===== src/rtl/xnor_popcount_acc.sv =====
// Binary-neuron MAC stage: XNORs binarized activations with 1-bit weights over
// BEATS beats of WIDTH elements and returns bias + signed dot product.
module xnor_popcount_acc #(
  parameter int WIDTH        = 3,
  parameter int target_depth = 2,
  parameter int BEATS        = 4,
  parameter int ACC_W        = 32
) (
  input  logic                           clk,
  input  logic                           rst,
  input  logic                           in_valid,
  output logic                           in_ready,
  input  logic signed [target_depth-1:0] in_data [WIDTH],
  input  logic        [WIDTH-1:0]        in_w,
  input  logic signed [ACC_W-1:0]        in_bias,
  output logic                           out_valid,
  input  logic                           out_ready,
  output logic signed [ACC_W-1:0]        out_data,
  output logic        [1:0]              dbg_state
);

  // Handshake: a beat transfers on in_valid & in_ready, a result on
  // out_valid & out_ready; out_valid/out_data never change while waiting.
  typedef enum logic [1:0] {
    IDLE = 2'd0,
    ACC  = 2'd1,
    OUT  = 2'd2
  } state_t;

  localparam int CNT_W = (BEATS > 1) ? $clog2(BEATS) : 1;
  localparam int MM_W  = $clog2(WIDTH + 1);

  state_t                   r_state;
  state_t                   w_next;
  logic [CNT_W-1:0]         r_beat_cnt;
  logic signed [ACC_W-1:0]  r_acc;
  logic signed [ACC_W-1:0]  r_out_data;
  logic                     r_out_valid;
  logic [MM_W-1:0]          w_mm;
  logic                     w_unused_lsbs;
  logic signed [ACC_W-1:0]  w_beat_sum;
  logic signed [ACC_W-1:0]  w_base;
  logic signed [ACC_W-1:0]  w_sum;
  logic                     w_fire;
  logic                     w_last;

  // Only the sign bit of each code matters; product is -1 when the decoded
  // activation sign equals the weight bit (MSB=1 is -1, weight 1 is +1).
  always_comb begin
    w_mm          = '0;
    w_unused_lsbs = 1'b0;
    for (int i = 0; i < WIDTH; i++) begin
      w_mm          = w_mm + MM_W'(in_data[i][target_depth-1] == in_w[i]);
      w_unused_lsbs = w_unused_lsbs ^ (^in_data[i][target_depth-2:0]);
    end
  end

  assign w_beat_sum = ACC_W'(WIDTH) - (ACC_W'(w_mm) << 1);
  assign in_ready   = (r_state != OUT);
  assign w_fire     = in_valid & in_ready;
  assign w_base     = (r_state == IDLE) ? in_bias : r_acc;
  assign w_sum      = w_base + w_beat_sum;
  assign w_last     = (r_state == IDLE) ? (BEATS == 1)
                                        : (r_beat_cnt == CNT_W'(BEATS - 1));

  always_comb begin
    w_next = r_state;
    case (r_state)
      IDLE, ACC: if (w_fire) w_next = w_last ? OUT : ACC;
      OUT:       if (out_ready) w_next = IDLE;
      default:   w_next = IDLE;
    endcase
  end

  always_ff @(posedge clk or posedge rst) begin
    if (rst) begin
      r_state     <= IDLE;
      r_beat_cnt  <= '0;
      r_acc       <= '0;
      r_out_data  <= '0;
      r_out_valid <= 1'b0;
    end else begin
      r_state <= w_next;
      if (w_fire) begin
        if (w_last) begin
          r_out_data  <= w_sum;
          r_out_valid <= 1'b1;
          r_beat_cnt  <= '0;
        end else begin
          r_acc      <= w_sum;
          r_beat_cnt <= (r_state == IDLE) ? CNT_W'(1) : r_beat_cnt + CNT_W'(1);
        end
      end
      if (r_state == OUT && out_ready) r_out_valid <= 1'b0;
    end
  end

  assign out_valid = r_out_valid;
  assign out_data  = r_out_data;
  assign dbg_state = r_state;

endmodule


===== config.mk =====
export PLATFORM = sky130hd
export DESIGN_NAME = xnor_popcount_acc
export DESIGN_NICKNAME = d
export VERILOG_FILES = /design/src/rtl/xnor_popcount_acc.sv
export SDC_FILE = /design/constraint.sdc
export NUM_CORES = 1
export LEC_CHECK = 0
export BUFFER_PORTS_ARGS = -buffer_cell sky130_fd_sc_hd__buf_2
export CAP_MARGIN = 20
export CORE_MARGIN = 2
export CORE_UTILIZATION = 50
export CTS_BUF_LIST = sky130_fd_sc_hd__clkbuf_8
export DETAILED_ROUTE_END_ITERATION = 10
export HOLD_SLACK_MARGIN = 0.03
export PLACE_DENSITY = 0.72
export SLEW_MARGIN = 20
export SYNTH_ARGS = -nofsm -noshare
export SYNTH_HDL_FRONTEND = slang
export SYNTH_SLANG_ARGS = --single-unit

===== constraint.sdc =====
create_clock -name clk -period 11.45 [get_ports clk]
set_clock_uncertainty 0.2 [all_clocks]
set_input_delay 1.145 -clock clk [delete_from_list [all_inputs] [get_ports clk]]
set_output_delay 1.145 -clock clk [all_outputs]
set_load 0.005 [all_outputs]

==> results of run 1 <==
[power by group through the flow]
stage          clock, mW  sequential (mW)  combinational (mW)
6_report           0.245            0.438                1.15
5_1_grt            0.259            0.456                1.30
4_1_cts            0.247            0.439                1.14
3_5_place_dp           0            0.442                1.13
3_3_place_gp           0            0.437                1.10
2_1_floorplan          0            0.427               0.882
[critical path: cells and delay by family]
family | cells | cell delay [ns]
buffers and inverters | 2 | 0.59
AND/OR/NAND/NOR | 3 | 1.03
adder cells (fa/ha/maj) | 2 | 0.64
XOR/XNOR | 2 | 0.51
AO/OA/AOI/OAI | 5 | 1.18
[per-stage QoR]
stage	worst slack, ns	cells	cell area, um^2
2_1_floorplan	6.760	605	4930
3_3_place_gp	6.121	791	5410
3_5_place_dp	6.058	791	5410
4_1_cts	6.399	807	5648
5_1_grt	6.033	807	5648
6_report	6.374	807	5648
[synthesized netlist by cell type (4+ instances only)]
library cell	instances	area, um^2
a211oi_1	5	37.54
a21o_1	14	105.1
a21oi_1	28	140.1
a31oi_1	7	43.79
and3_1	11	68.82
buf_1	4	15.01
buf_2	6	30.03
clkbuf_1	19	71.32
dfrtp_1	69	1727
ha_1	22	275.3
inv_1	20	75.07
mux2i_1	15	150.1
nand2_1	137	514.2
nand2b_1	5	31.28
nand3_1	11	55.05
nand4_1	7	43.79
nor2_1	26	97.59
nor3_1	9	45.04
nor4_1	6	37.54
o21ai_0	46	230.2
o21ai_1	24	120.1
o22ai_1	4	25.02
o31ai_1	5	37.54
or4_1	7	52.55
xnor2_1	36	315.3
xor2_1	8	70.07
[state kept, by name, summed over array words and instances (netlist names)]
| name | flops |
|---|---|
| out_valid | 1 |
| r_beat_cnt | 2 |
| out_data | 32 |
| dbg_state | 2 |
| r_acc | 32 |
[worst paths after layout]
kind	start	to	slack (ns)	depth (start not counted)
worst min-delay path	out_data[19]$_DFFE_PP0P_	out_data[19]$_DFFE_PP0P_	0.28	2
min in group asynchronous	rst	out_data[8]$_DFFE_PP0P_	0.84	3
worst max register to register	dbg_state[0]$_DFFE_PP0P_	out_data[29]$_DFFE_PP0P_	6.46	14
worst max-delay path	in_w[0]	out_data[29]$_DFFE_PP0P_	6.37	14
max in group asynchronous	rst	out_data[20]$_DFFE_PP0P_	9.63	3
worst min register to register	out_data[19]$_DFFE_PP0P_	out_data[19]$_DFFE_PP0P_	0.28	2
[layout make-up]
| cell class | count | area share (%) |
|---|---|---|
| tap | 133 | 2.946 |
| clock buffer | 9 | 2.193 |
| sequential | 69 | 30.57 |
| multi-input combinational | 487 | 53.46 |
| timing repair buffer | 82 | 7.488 |
| inverter | 20 | 1.329 |
| clock inverter | 7 | 2.016 |
[routing by layer]
| metal | vias to the layer above | wire length, um | global-route usage [%] | part of all wire, % |
|---|---|---|---|---|
| li1 | 2293 | - | - | - |
| met1 | 2126 | 5723 | 32.70 | 48 |
| met2 | 132 | 5455 | 38.41 | 46 |
| met3 | 15 | 616 | 4.570 | 5.1 |
| met4 | 0 | 166 | 8.198 | 1.4 |
| met5 | - | 0 | 0 | 0 |
[cells by family after synthesis]
logic type,count (synthesis),share of synthesized area [%]
and+or+nand+nor,233,21.45
AOI/OAI and AO/OA,166,21.22
DFF,69,35.03
buffers and inverters,49,3.883
xor gates and xnor gates,44,7.817
adders and majority gates,26,6.802
muxes,18,3.807
==> flow_summary_export.csv, run 1 <==
group,metric,value,unit
synthesis,ys_ff_latch,69,
critical_path,timing.critical_path.mode_cell,"a211oi_1",
placement,port_buffers,77,
power_and_ir_drop,p_leak,2.704,nW
final_layout,antenna_cells,0,
power_and_ir_drop,power_density,323.9,nW/um^2
synthesis,ys.flop_type,"dfrtp_1",
sta,setup_viol,0,
die,fp.dieArea,10670,um^2
power_and_ir_drop,p_int,0.9736,mW
sta,holdWs,0.2757,ns
synthesis,syn-num-nets,674,
power_and_ir_drop,power.total,1.830,mW
sta,grt_setup_unrepaired,"no",
critical_path,cpPeakStageDelay,0.55,ns
final_layout,finalNetCount,738,
sta,period_minus_slack,5.076,ns
critical_path,cpMaxStageDelayCell,"nor3_1",
grt,grt_pass1_vias,4283,
critical_path,cp-start-kind,"primary input",
grt,grt_max_degree,70,
synthesis,synth.yosys.seq_area_share,35.03,%
synthesis,synth_edf_count,0,
sta,relSlewSlack,38.36,%
synthesis,avgSynthCellArea,8.148,um^2
synthesis,syn_area,4930,um^2
final_layout,syn_to_final_growth,14.57,%
detailed_routing,drt_pass1_iterations,5,
sta,fmax,0.1970,GHz
cts,cts_htree_levels,3,
cts,path_clk_slew,0.08,ns
outcome,outcome,"finished clean",
power_and_ir_drop,vdd_drop_max,0.0001387,V
synthesis,yosys_warnings,0,
detailed_routing,drt_iter0_markers,221,
placement,place_hpwl,8436,um
power_and_ir_drop,netSwitchingFraction,46.79,%
die,die_w,103.3,um
cts,cts_hold_repair.buffers,0,
sta,hold_viol,0,
power_and_ir_drop,pwr-share-seq,23.9,%
synthesis,async_flop_share,100.0,%
power_and_ir_drop,power_switching,0.8561,mW
final_layout,final_cell_mix,"137 x nand2_1, 77 x buf_2, 69 x dfrtp_1, 46 x o21ai_0, 36 x xnor2_1",
critical_path,critPathMaxFanout,52,
power_and_ir_drop,combPwrFrac,62.7,%
critical_path,crit_path_end_kind,"flip-flop",
detailed_routing,vias,4566,
final_layout,fill_cells,883,
synthesis,yosysUniqueCellTypes,62,
die,start_util,50.90,%
sta,drv_slew,0,
detailed_routing,drc_errors,0,
hold_path,hold_class,"flip-flop to flip-flop",
sta,finalCritPeriodShare,44.34,%
final_layout,layout_commonest_cell,"nand2_1",
die,io_pins,81,
sta,setup_tns,0,ns
cts,cts_setup_buffers,0,
critical_path,crit_required,11.48,ns
detailed_routing,wl_per_cell,14.82,um
critical_path,arrival,5.11,ns
placement,place.gp.congestion,0.8507,
flow_run,maxCapViolCount,0,
cts,numCtsBuffers,9,
cts,clockRootBuffer,"clkbuf_8",
final_layout,seqCellArea,1727,um^2
detailed_routing,vias_per_cell,5.658,
grt,antenna_found_initial,0,
cts,cts_resized,0,
final_layout,fin_util,58.32,%
cts,numClockSinks,69,
cts,clock_latency,0.36,ns
cts,cts_tree,"yes",
final_layout,multi_input_area,3019,um^2
critical_path,critPathKind,"primary input to flip-flop",
detailed_routing,drt-total-wl,11960,um
power_and_ir_drop,clkPwrFrac,13.4,%
grt,grt_pass1_wl,20200,um
synthesis,syn_inst,605,
die,die_h,103.3,um
sta,tightest_slew,0.9235,ns
grt,track_usage,23.98,%
final_layout,drive_above_1_share,16.77,%
cts,clockBufferDepth,2,
grt,gr-total-overflow,0,
die,core,9684,um^2
critical_path,crit_path_cell_trace,"buf_2 > xnor2_1 > fa_2 > buf_4 > ha_1 > and4_1 > o211a_1 > nor3_1 > a211oi_1 > o2111ai_2 > nand3_1 > a211oi_1 > xor2_1 > o21ai_1",
detailed_routing,antenna_left,0,
die,num_rows,36,
Note: power is estimated with default switching activity, not from simulation.
==> inputs of run 2 (changes only) <==
--- a/config.mk
+++ b/config.mk
@@ -12,7 +12,7 @@
 export CTS_BUF_LIST = sky130_fd_sc_hd__clkbuf_8
 export DETAILED_ROUTE_END_ITERATION = 10
 export HOLD_SLACK_MARGIN = 0.03
-export PLACE_DENSITY = 0.72
+export PLACE_DENSITY = 0.75
 export SLEW_MARGIN = 20
 export SYNTH_ARGS = -nofsm -noshare
 export SYNTH_HDL_FRONTEND = slang
==> constraint.sdc (replaced) <==
create_clock -name clk -period 4.5 [get_ports clk]
set_clock_uncertainty 0.2 [all_clocks]
set_input_delay 0.45 -clock clk [delete_from_list [all_inputs] [get_ports clk]]
set_output_delay 0.45 -clock clk [all_outputs]
set_load 0.005 [all_outputs]
==> run 2 against run 1 <==
Via count up 1.6%; final area up 1.2%; flip-flop and latch count unchanged; non-clock buffer count up 9; count of clock-buffer cells in the layout up 2; wire length up 3.7%; register-to-register slack worse by 6.1 ns; first-iteration DRC count up 29%.
==> flow_summary_export.csv, run 2 (same netlist as run 1, synthesis figures left out) <==
group,metric,value,unit
placement,place.gp.congestion,0.9922,
critical_path,arrival,4.25,ns
die,core,9684,um^2
cts,cts_resized,0,
grt,track_usage,24.19,%
detailed_routing,wl_per_cell,15.20,um
critical_path,crit_path_end_kind,"flip-flop",
detailed_routing,antenna_left,0,
sta,drv_slew,0,
final_layout,layout_commonest_cell,"nand2_1",
grt,grt_pass1_vias,4234,
sta,holdWs,0.1072,ns
critical_path,cpPeakStageDelay,0.55,ns
hold_path,hold_class,"primary input to flip-flop",
final_layout,finalNetCount,747,
sta,finalCritPeriodShare,92.29,%
sta,fmax,0.2408,GHz
power_and_ir_drop,vdd_drop_max,0.0002965,V
die,die_h,103.3,um
cts,clockBufferDepth,2,
die,io_pins,81,
final_layout,final_cell_mix,"137 x nand2_1, 77 x buf_2, 69 x dfrtp_1, 46 x o21ai_0, 36 x xnor2_1",
placement,place_hpwl,9127,um
final_layout,syn_to_final_growth,15.91,%
grt,gr-total-overflow,0,
critical_path,critPathKind,"flip-flop to flip-flop",
power_and_ir_drop,power_density,821.4,nW/um^2
cts,clock_latency,0.36,ns
power_and_ir_drop,power.total,4.694,mW
die,die_w,103.3,um
critical_path,cp-start-kind,"flip-flop",
placement,port_buffers,77,
detailed_routing,drc_errors,0,
die,fp.dieArea,10670,um^2
final_layout,drive_above_1_share,17.72,%
grt,antenna_found_initial,0,
critical_path,crit_required,4.60,ns
detailed_routing,vias,4640,
detailed_routing,drt-total-wl,12400,um
die,num_rows,36,
sta,setup_tns,0,ns
power_and_ir_drop,p_leak,2.731,nW
sta,grt_setup_unrepaired,"no",
detailed_routing,drt_iter0_markers,284,
grt,grt_max_degree,41,
critical_path,critPathMaxFanout,9,
critical_path,crit_path_cell_trace,"or3b_1 > nand2_1 > inv_1 > fa_1 > nor2b_1 > o21ai_0 > o21ai_1 > a31oi_2 > o41ai_2 > a21o_1 > o21ai_2 > or4_1 > nand3_1",
flow_run,maxCapViolCount,0,
detailed_routing,vias_per_cell,5.686,
detailed_routing,drt_pass1_iterations,5,
cts,path_clk_slew,0.08,ns
sta,relSlewSlack,56.19,%
cts,cts_htree_levels,3,
sta,hold_viol,0,
grt,grt_pass1_wl,20220,um
die,start_util,50.90,%
cts,cts_tree,"yes",
cts,numClockSinks,69,
sta,period_minus_slack,4.153,ns
cts,cts_hold_repair.buffers,1,
cts,numCtsBuffers,9,
outcome,outcome,"finished clean",
sta,setup_viol,0,
final_layout,antenna_cells,0,
critical_path,cpMaxStageDelayCell,"o41ai_2",
cts,clockRootBuffer,"clkbuf_8",
cts,cts_setup_buffers,0,
sta,tightest_slew,0.6562,ns
run 2: changes by cell type in the layout (fill, tap and decap cells not counted):
cell           before  now
buf_4               5   13
bufinv_16           3    2
clkbuf_8            9   11
clkinv_2            3    0
clkinv_4            1    0
clkinvlp_4          0    3
dlygate4sd3_1       0    1
run 2: final timing paths:
check	from	end	slack, ns	cells past startpoint
min reg2reg	out_data[6]$_DFFE_PP0P_	out_data[6]$_DFFE_PP0P_	0.28	2
max in group asynchronous	rst	out_data[24]$_DFFE_PP0P_	2.62	4
min in group asynchronous	rst	r_acc[9]$_DFFE_PP0P_	0.53	3
max reg2reg	dbg_state[0]$_DFFE_PP0P_	out_data[30]$_DFFE_PP0P_	0.35	13
min	out_ready	dbg_state[1]$_DFFE_PP0P_	0.11	2
max	dbg_state[0]$_DFFE_PP0P_	out_data[30]$_DFFE_PP0P_	0.35	13
run 2: final cells by class:
type | instances | area (um^2)
repair buffers | 91 | 493.0
clock inverters | 5 | 82.58
clock buffers | 11 | 151.4
flip-flops and latches | 69 | 1727
multi-input cells | 487 | 3019
fillers | 869 | 3970
inverters | 20 | 75.07
well taps | 133 | 166.4
run 2: per-layer routing:
layer / GRT usage [%] / vias up / part of all wire (%) / wire length [um]
li1: - / 2295 / - / -
met5: 0 / - / 0 / 0
met1: 32.80 / 2174 / 46 / 5652
met3: 3.293 / 26 / 5.1 / 638
met4: 12.65 / 0 / 2.2 / 278
met2: 37.81 / 145 / 47 / 5832
run 2: worst max-delay path: cells and delay by family (launching register included):
family	cells	cell delay, ns
fa+ha+maj	1	0.46
flops	1	0.49
compound gates	6	1.49
simple gates	5	1.35
buf+inv	1	0.08
run 2: through the flow:
stage | utilization (%) | cells | worst slack [ns] | instance area [um^2]
2_1_floorplan | - | 605 | 0.09252 | 4930
3_3_place_gp | 56.49 | 799 | 0.4156 | 5470
3_5_place_dp | 56.49 | 799 | 0.2668 | 5470
4_1_cts | 59.01 | 816 | 0.3416 | 5714
5_1_grt | 59.01 | 816 | 0.05649 | 5714
6_report | 59.01 | 816 | 0.3470 | 5714
run 2: power by group:
| group | internal, mW | switching, mW |
|---|---|---|
| combinational | 1.23 | 1.77 |
| sequential | 0.917 | 0.187 |
| clock | 0.342 | 0.251 |
| total | 2.49 | 2.21 |
